===== src/rtl/ros2_sched_pkg.sv =====
// Shared definitions for the ros2 publish scheduler: FSM encodings,
// control byte layout and a helper that assembles the control byte.
package ros2_sched_pkg;

  typedef enum logic [1:0] {
    SCHED_IDLE = 2'd0,
    SCHED_RUN  = 2'd1,
    SCHED_DONE = 2'd2
  } sched_state_e;

  localparam int CTRL_WIDTH       = 8;
  localparam int CTRL_ENABLE_BIT  = 0;
  localparam int CTRL_PATTERN_BIT = 1;

  localparam logic [15:0] TOGGLES_MAX = 16'hFFFF;

  // Build the ros2 control byte; unused upper bits are always zero.
  function automatic logic [CTRL_WIDTH-1:0] pack_ctrl(input logic pattern,
                                                       input logic enable);
    logic [CTRL_WIDTH-1:0] ctrl_v;
    ctrl_v                   = {CTRL_WIDTH{1'b0}};
    ctrl_v[CTRL_PATTERN_BIT] = pattern;
    ctrl_v[CTRL_ENABLE_BIT]  = enable;
    return ctrl_v;
  endfunction

endpackage


===== src/rtl/ros2_period_timer.sv =====
// Period timer: counts 0..Pe-1 while running and flags the last count.
// A programmed period of 0 behaves as a period of 1 (pulse every cycle).
module ros2_period_timer #(
  parameter int CNT_WIDTH = 32
) (
  input  logic                 clk_int,
  input  logic                 rst_int,
  input  logic                 clear,
  input  logic                 run,
  input  logic [CNT_WIDTH-1:0] period,
  output logic                 tick_pulse
);

  localparam logic [CNT_WIDTH-1:0] CNT_ZERO = {CNT_WIDTH{1'b0}};
  localparam logic [CNT_WIDTH-1:0] CNT_ONE  = {{(CNT_WIDTH-1){1'b0}}, 1'b1};

  logic [CNT_WIDTH-1:0] tick_r;
  logic [CNT_WIDTH-1:0] last_s;

  // Terminal count is Pe-1, with the zero-period clamp folded in.
  always_comb begin
    last_s = CNT_ZERO;
    if (period == CNT_ZERO) begin
      last_s = CNT_ZERO;
    end else begin
      last_s = period - CNT_ONE;
    end
  end

  assign tick_pulse = run && (tick_r == last_s);

  // Tick counter: cleared on request, wraps at the terminal count, else holds.
  always_ff @(posedge clk_int or posedge rst_int) begin
    if (rst_int) begin
      tick_r <= CNT_ZERO;
    end else if (clear) begin
      tick_r <= CNT_ZERO;
    end else if (run) begin
      if (tick_r == last_s) begin
        tick_r <= CNT_ZERO;
      end else begin
        tick_r <= tick_r + CNT_ONE;
      end
    end
  end

endmodule


===== src/rtl/ros2_pub_scheduler.sv =====
// Publish scheduler for the ros2 core: toggles the data-pattern bit every
// period while enabled, stops after a programmable toggle budget, and
// accepts start/stop commands and reconfiguration while not running.
module ros2_pub_scheduler
  import ros2_sched_pkg::*;
#(
  parameter int CNT_WIDTH      = 32,
  parameter int DEFAULT_PERIOD = 100000000,
  parameter int DEFAULT_COUNT  = 20,
  parameter int RUN_ON_RESET   = 1
) (
  input  logic                  clk_int,
  input  logic                  rst_int,
  input  logic [CNT_WIDTH-1:0]  cfg_period,
  input  logic [15:0]           cfg_count,
  input  logic                  cfg_valid,
  input  logic                  start,
  input  logic                  stop,
  output logic [CTRL_WIDTH-1:0] ros2_ctrl,
  output logic                  busy,
  output logic                  done,
  output logic                  cfg_err,
  output logic [15:0]           toggles
);

  localparam logic [CNT_WIDTH-1:0] RST_PERIOD = CNT_WIDTH'(DEFAULT_PERIOD);
  localparam logic [15:0]          RST_COUNT  = 16'(DEFAULT_COUNT);
  localparam logic                 RST_RUN    = (RUN_ON_RESET != 0) ? 1'b1 : 1'b0;
  localparam sched_state_e         RST_STATE  = (RUN_ON_RESET != 0) ? SCHED_RUN : SCHED_IDLE;

  sched_state_e         state_r;
  logic [CNT_WIDTH-1:0] period_r;
  logic [15:0]          count_r;
  logic [15:0]          toggles_r;
  logic                 pattern_r;
  logic                 enable_r;
  logic                 busy_r;
  logic                 done_r;
  logic                 cfg_err_r;

  logic                 run_s;
  logic                 clear_s;
  logic                 tick_pulse_s;
  logic                 last_toggle_s;

  // Timer runs only in RUN; a stop or any non-RUN state parks it at zero
  // so the next run always begins a full period from its entry.
  always_comb begin
    run_s   = (state_r == SCHED_RUN);
    clear_s = (state_r != SCHED_RUN) || stop;
  end

  ros2_period_timer #(
    .CNT_WIDTH (CNT_WIDTH)
  ) u_timer (
    .clk_int    (clk_int),
    .rst_int    (rst_int),
    .clear      (clear_s),
    .run        (run_s),
    .period     (period_r),
    .tick_pulse (tick_pulse_s)
  );

  // The current tick completes the budget (never in unlimited mode).
  always_comb begin
    last_toggle_s = 1'b0;
    if (count_r != 16'd0) begin
      last_toggle_s = ((toggles_r + 16'd1) == count_r);
    end else begin
      last_toggle_s = 1'b0;
    end
  end

  // Scheduler FSM with all outputs registered; stop has priority over
  // both start and the final tick.
  always_ff @(posedge clk_int or posedge rst_int) begin
    if (rst_int) begin
      state_r   <= RST_STATE;
      period_r  <= RST_PERIOD;
      count_r   <= RST_COUNT;
      toggles_r <= 16'd0;
      pattern_r <= 1'b0;
      enable_r  <= RST_RUN;
      busy_r    <= RST_RUN;
      done_r    <= 1'b0;
      cfg_err_r <= 1'b0;
    end else begin
      done_r    <= 1'b0;
      cfg_err_r <= 1'b0;
      case (state_r)
        SCHED_RUN: begin
          if (cfg_valid) begin
            cfg_err_r <= 1'b1;
          end
          if (stop) begin
            enable_r <= 1'b0;
            busy_r   <= 1'b0;
            state_r  <= SCHED_IDLE;
          end else if (tick_pulse_s) begin
            pattern_r <= ~pattern_r;
            if (toggles_r != TOGGLES_MAX) begin
              toggles_r <= toggles_r + 16'd1;
            end
            if (last_toggle_s) begin
              enable_r <= 1'b0;
              busy_r   <= 1'b0;
              done_r   <= 1'b1;
              state_r  <= SCHED_DONE;
            end
          end
        end
        SCHED_IDLE, SCHED_DONE: begin
          if (cfg_valid) begin
            period_r <= cfg_period;
            count_r  <= cfg_count;
          end
          if (stop) begin
            state_r <= SCHED_IDLE;
          end else if (start) begin
            toggles_r <= 16'd0;
            pattern_r <= 1'b0;
            enable_r  <= 1'b1;
            busy_r    <= 1'b1;
            state_r   <= SCHED_RUN;
          end
        end
        default: begin
          enable_r <= 1'b0;
          busy_r   <= 1'b0;
          state_r  <= SCHED_IDLE;
        end
      endcase
    end
  end

  assign ros2_ctrl = pack_ctrl(pattern_r, enable_r);
  assign busy      = busy_r;
  assign done      = done_r;
  assign cfg_err   = cfg_err_r;
  assign toggles   = toggles_r;

endmodule


===== config.mk =====
export PLATFORM = sky130hd
export DESIGN_NAME = ros2_pub_scheduler
export DESIGN_NICKNAME = d
export VERILOG_FILES = /design/src/rtl/ros2_sched_pkg.sv /design/src/rtl/ros2_period_timer.sv /design/src/rtl/ros2_pub_scheduler.sv
export SDC_FILE = /design/constraint.sdc
export NUM_CORES = 1
export LEC_CHECK = 0
export BUFFER_PORTS_ARGS = -buffer_cell sky130_fd_sc_hd__buf_2
export CAP_MARGIN = 20
export CORE_ASPECT_RATIO = 1.2
export CORE_MARGIN = 5
export CORE_UTILIZATION = 54
export CTS_CLUSTER_SIZE = 28
export DETAILED_ROUTE_END_ITERATION = 6
export PLACE_DENSITY = 0.78
export SLEW_MARGIN = 10
export SYNTH_ARGS = -nofsm -noshare
export SYNTH_HDL_FRONTEND = slang
export SYNTH_HIERARCHICAL = 1
export SYNTH_SLANG_ARGS = --single-unit

===== constraint.sdc =====
create_clock -name clk_int -period 4.3 [get_ports clk_int]
set_input_delay 0.645 -clock clk_int [delete_from_list [all_inputs] [get_ports clk_int]]
set_output_delay 0.645 -clock clk_int [all_outputs]
set_load 0.005 [all_outputs]

==> results of run 1 <==
## placed cells by master (no fill, tap or decap), drive strengths merged, types with 8 or more instances in the layout
cell and n:
xnor2 38, nor3b 11, xor2 38, and2 8
nand2 42, a21oi 13, dfstp 16, or4 13
nor3 24, nand4 16, inv 15, clkbuf 10
buf 117, o31ai 8, or3 16, mux2 48
nand3 29, and4 9, a31oi 9, nor2b 10
nor4 24, o21ai 38, dfrtp 86, nor2 72
and3 10
## power by group through the flow
| stage | registers, mW | logic, mW | clock network, mW |
|---|---|---|---|
| after floorplan | 1.17 | 0.405 | 0 |
| after global placement | 1.19 | 0.566 | 0 |
| after detailed placement | 1.20 | 0.581 | 0 |
| after CTS | 1.18 | 0.584 | 0.824 |
| after global routing | 1.19 | 0.658 | 0.856 |
| final | 1.18 | 0.603 | 0.808 |
## final timing paths
check / to / slack (ns)
worst max-delay path: toggles[11]$_DFFE_PP0P_ / 0.16
worst min register to register: count_r[5]$_DFFE_PP0P_ / 0.56
max in group asynchronous: period_r[15]$_DFFE_PP1P_ / 3.15
worst max register to register: toggles[11]$_DFFE_PP0P_ / 0.16
worst min-delay path: period_r[6]$_DFFE_PP0P_ / 0.26
min in group clk_int: period_r[7]$_DFFE_PP0P_ / 0.51
## cells by family after synthesis
| family | after synthesis | share of synthesized area [%] |
|---|---|---|
| buffers and inverters | 55 | 4.34 |
| multiplexers | 54 | 8.64 |
| XOR/XNOR | 79 | 10.6 |
| adder cells (fa/ha/maj) | 3 | 0.540 |
| flip-flops | 102 | 37.0 |
| AND/OR/NAND/NOR | 307 | 27.0 |
| other | 1 | 0.0540 |
| AO/OA/AOI/OAI | 118 | 11.8 |
## critical path, cell delays in order, from the launching register on
cell and delay [ns]:
dfrtp_1 0.38, or4_1 0.54, or3_1 0.43, or4_4 0.51
nor3_1 0.20, o32ai_2 0.12, or4_4 0.45, nor4b_4 0.26
and4_4 0.28, nand2_1 0.13, a31oi_4 0.25, nor2_4 0.12
o21ai_0 0.23, o21ai_0 0.11
## layout make-up
cell class / count / share of cell area, %
clock buffers: 10 / 2.97
clock inverters: 6 / 0.685
inverters: 13 / 0.607
multi-input cells: 567 / 52.2
flip-flops and latches: 102 / 32.0
well taps: 164 / 2.55
repair buffers: 117 / 8.96
## what timing repair did
action | 4_1_cts | 5_1_grt
setup endpoints to repair | 8 | 20
pin swaps | 1 | 5
setup buffers | 0 | 1
resized for setup | 1 | 20
## stage by stage
stage	setup TNS, ns	hold slack (ns)	util (%)	power (mW)	std cells
2_1_floorplan	0	0.475	-	1.57	724
4_1_cts	0	0.397	62.8	2.59	977
3_3_place_gp	0	0.531	60.4	1.75	961
3_5_place_dp	0	0.538	60.4	1.78	961
6_report	0	0.259	63.7	2.59	979
5_1_grt	-0.183	0.299	63.7	2.71	979
## routing by layer
layer | wire length (microns) | vias to the layer above
li1 | - | 2803
met1 | 7470 | 2990
met2 | 10200 | 185
met3 | 736 | 46
met4 | 705 | 0
met5 | 0 | -
## state kept, by name (all words and copies together), names as in the netlist
register and flops:
pattern_r 1, count_r 16, toggles 16, done 1
cfg_err 1, u_timer/tick_r 32, state_r 2, busy 1
period_r 32
==> impl_results.md, run 1 <==
- CTS tree: built
- Switch share: 31.2%
- Asr flop ratio synth: 100%
- Power Density: 323 mW/mm^2
- Cell taking the most area after synthesis: dfrtp_1
- Detailed Routing Iterations Pass 1: 5
- CTS Sinks: 102
- P_leak: 3.26 nW
- Area after DPL: 0.00762 sq mm
- P_sw: 0.809 mW
- Max-cap check violation count: 0
- Antenna-violating nets left: 0
- Fin. max-slew vios: 0
- Sequential power share: 45.6%
- Die ar.: 0.0152 sq mm
- Critical Path Start Type: flip-flop
- DR vias: 6024
- Initial antenna violation count: 0
- Setup ws final: 0.162 ns
- Post-Synthesis Cells: 719
- Chip width: 114 microns
- Max clock buf depth: 2
- Root buffer cell: clkbuf_16
- Vias in the first global route: 6081
- Nets: 866
- Ys flop type: dfrtp_1
- Sequential area share after synthesis: 37.0%
- Estimated wirelength of the detail-placed design: 14.6 mm
- Die Y: 134 microns
- Post-route minimum period: 4.14 ns
- Final Hold Vio Count: 0
- CP max FO: 15
- WL final: 19.1 mm
- Register Area: 0.00257 sq mm
- Worst rel slew slack: 32.5%
- Clk_skew: 0.00767 ns
- Routability Congestion: 0.974
- Met3 Use GR: 2.93%
- Hold_buf cts: 0
- DR vias/cell: 6.15
- Post-Syn Area per Cell: 9.66 sq um
- Critical Path RT: 4.54 ns
- Area growth from synthesis to layout: 15.7%
- H-tree levels: 3
- Status: completed
- Ranking of synthesized cells by area: dfrtp_1 31%, mux2_2 7.8%, dfstp_2 6.1%, xnor2_1 4.8%, xor2_1 4.8%
- Fraction of layout cells with a size suffix above 1: 33.3%
- Met2 Usage GRT: 45.1%
- Core area: 0.0126 sq mm
- Commonest cells post-synth: 86 x dfrtp_1, 48 x mux2_2, 42 x nand2_1, 40 x nor2_1
- Synthesized area: 0.00695 sq mm
- Antenna cell count: 0
- Worst Path Arrival: 4.38 ns
- Clock slew at reported path FFs: 0.07 ns
- Met1 Usage GRT: 29.3%
- WL/cell: 19.5 microns
- Gr usage total: 25.2%
- Cell with the most instances after synthesis: dfrtp_1
- VDD IR max: 219 uV
- Setup WS pre-CTS: 0.0298 ns
- P_int: 1.78 mW
- Yosys warns: 6
- Clock Latency Late Sink: 0.36 ns
- I/O Buffers: 73
- Yosys cell types: 85
- Number of synthesized flops with an enable pin: 0
- Worst R2R Start: period_r[27]$_DFFE_PP0P_
- Multi-input logic area: 0.00420 sq mm
- 1st-iter DRT viols: 378
- Endpoints failing setup: 0
- Starting density of the core: 55.1%
- First-pass GRT wire length: 30.6 mm
- Filler cells: 1080
- Boundary Pins: 80
- Final worst-path cycle share: 96.2%
- Post-route cell area: 0.00804 sq mm
- Clock power share: 31.2%
- Origin of the worst setup path: period_r[27]$_DFFE_PP0P_
- Residual DRC: 0
- Most used routing layer: met2
- Yosys top cell area share: 31.0%
- Max Clk Rate: 242 MHz
- Worst Max-Slew Pin Slew: 1.01 ns
- Number of buffers created by CTS: 9
- Worst hold path type: in2async
- Row count: 45
- Reg2reg path depth: 13
- Crit. End Element: flip-flop
- Comb pwr share: 23.3%
- Pin count of the biggest net entering global routing: 53
- CP Class: reg2reg
- Grt ovf: 0
- Post-synthesis register bit count: 102
Power figures use the tool's default switching activity.
==> run 2, diff against run 1 <==
Settings changed: GPL_TIMING_DRIVEN from default to 0.
==> run 2 against run 1 <==
- the flow now finishes with violations (setup timing)
- sequential share of layout area fell by 0.85 points
- hold slack improved by 0.15 ns
- global-route usage rose by 0.41 points
- largest power group unchanged
==> impl_results.md, run 2 (synthesized netlist as in run 1, its figures left out) <==
- Status: complete, but fails checks
- Failing checks: setup timing
- Endpoints failing setup: 15
- Worst hold path type: in2async
- Most used routing layer: met2
- DR vias: 6129
- Root buffer cell: clkbuf_16
- Commonest non-fill, non-tap cells in the layout: 83 x dfrtp_1, 80 x buf_2, 48 x mux2_2, 41 x nand2_1, 40 x nor2_1
- P_sw: 0.814 mW
- Filler cells: 1049
- 1st-iter DRT viols: 335
- Most common cell after layout, fill and taps aside: dfrtp_1
- Residual DRC: 0
- Hold slack: 0.413 ns
- Boundary Pins: 80
- Post-route minimum period: 4.42 ns
- Area growth from synthesis to layout: 19.1%
- Cell Count, Final, Fillers Out: 1001
- P_int: 1.76 mW
- Total power: 2.57 mW
- Met3 Use GR: 3.97%
- Worst Max-Slew Pin Slew: 0.877 ns
- Antenna cell count: 0
- H-tree levels: 3
- Origin of the worst setup path: period_r[27]$_DFFE_PP0P_
- Starting density of the core: 55.1%
- Final worst-path cycle share: 103%
- DR vias/cell: 6.12
- Estimated wirelength of the detail-placed design: 14.5 mm
- Row count: 45
- Nets: 888
- Setup TNS Final: -0.924 ns
- Number of buffers created by CTS: 9
- Chip width: 114 microns
- Antenna-violating nets left: 0
- Switch share: 31.6%
- Initial antenna violation count: 0
- Gr usage total: 25.6%
- Final Hold Vio Count: 0
- Clock slew at reported path FFs: 0.07 ns
- Fraction of layout cells with a size suffix above 1: 34.4%
- CTS tree: built
- Worst R2R Start: period_r[27]$_DFFE_PP0P_
- Vias in the first global route: 6188
- Comb pwr share: 22.7%
- Critical Path Start Type: flip-flop
- Worst Path Arrival: 4.72 ns
- Met1 Usage GRT: 29.0%
- Clock Latency Late Sink: 0.37 ns
- P_leak: 3.39 nW
- Core area: 0.0126 sq mm
- VDD IR max: 195 uV
- Die ar.: 0.0152 sq mm
- WL final: 19.3 mm
- Flop2flop setup slack: -0.12 ns
- Largest regs: period_r: 32 flops, u_timer/tick_r: 32 flops
- CTS Sinks: 102
- Max Clk Rate: 226 MHz
- Setup ws final: -0.123 ns
- Routability Congestion: 0.968
- Post-route cell area: 0.00827 sq mm
- I/O Buffers: 73
- Placed cells: 962
- Core Util, Final: 65.6%
- Grt ovf: 0
- Pin count of the biggest net entering global routing: 71
- Max clock buf depth: 2
- Area after DPL: 0.00757 sq mm
- Critical Path RT: 4.59 ns
- First-pass GRT wire length: 31.2 mm
- Worst rel slew slack: 41.6%
- Setup WS pre-CTS: -1.35 ns
- Clk_skew: 0.0190 ns
- CP Class: reg2reg
- Crit. End Element: flip-flop
- Fin. max-slew vios: 0
- Max-cap check violation count: 0
- WL/cell: 19.3 microns
- Die Y: 134 microns
- RSZ-0062 raised after global routing: true
- Sequential power share: 46.4%
- Detailed Routing Iterations Pass 1: 6
- Met2 Usage GRT: 46.0%
- Hold_buf cts: 0
- CP max FO: 5
- Power Density: 311 mW/mm^2
- Clock power share: 30.9%
run 2: cell types whose count changed in the layout (fill, tap and decap cells not counted), sizes merged:
cell      change
inv           +1
clkbuf       +13
clkinvlp      -1
buf           +9
run 2: area by class of cell:
| cell class | count | area, sq um | share of cell area (%) |
|---|---|---|---|
| Multi-Input combinational cell | 567 | 4280 | 51.8 |
| Sequential cell | 102 | 2580 | 31.1 |
| Timing Repair Buffer | 98 | 598 | 7.23 |
| Buffer | 41 | 275 | 3.33 |
| Clock buffer | 10 | 229 | 2.77 |
| Tap cell | 164 | 205 | 2.48 |
| Clock inverter | 6 | 53.8 | 0.650 |
| Inverter | 13 | 51.3 | 0.620 |
run 2: worst paths after layout:
check / end / depth (start not counted)
max: busy$_DFFE_PP1P_ / 14
min: u_timer/tick_r[12]$_DFFE_PP0P_ / 2
max reg2reg: busy$_DFFE_PP1P_ / 14
min reg2reg: period_r[3]$_DFFE_PP0P_ / 1
max in group asynchronous: period_r[27]$_DFFE_PP0P_ / 2
min in group clk_int: count_r[5]$_DFFE_PP0P_ / 2
run 2: metal layers:
| metal | vias to the layer above | routed length [microns] | share of wire (%) |
|---|---|---|---|
| li1 | 2845 | - | - |
| met1 | 2994 | 7050 | 36 |
| met2 | 235 | 10300 | 53 |
| met3 | 55 | 1140 | 5.9 |
| met4 | 0 | 793 | 4.1 |
| met5 | - | 0 | 0 |
run 2: power by group through the flow:
| stage | clock network, mW | registers, mW | logic [mW] |
|---|---|---|---|
| after floorplan | 0 | 1.17 | 0.405 |
| after global placement | 0 | 1.21 | 0.505 |
| after detailed placement | 0 | 1.21 | 0.528 |
| after CTS | 0.806 | 1.19 | 0.562 |
| after global routing | 0.851 | 1.21 | 0.633 |
| final | 0.794 | 1.19 | 0.585 |
run 2: timing repair:
action	in CTS	in global routing
setup endpoints to repair	51	20
cloned	0	2
resized for setup	31	28
buffers inserted	15	7
pin swaps	6	8
run 2: critical path, stage by stage (launching register included):
cell and delay, ns:
dfrtp_2 0.43, or4_4 0.58, or3_4 0.37, nor4_4 0.35, buf_4 0.20, a21oi_2 0.03
o32a_1 0.28, or4_4 0.57, nor4b_4 0.30, and4_4 0.33, o2111ai_4 0.13, a21oi_2 0.18
and4_4 0.26, nand4_4 0.14, a31o_1 0.22
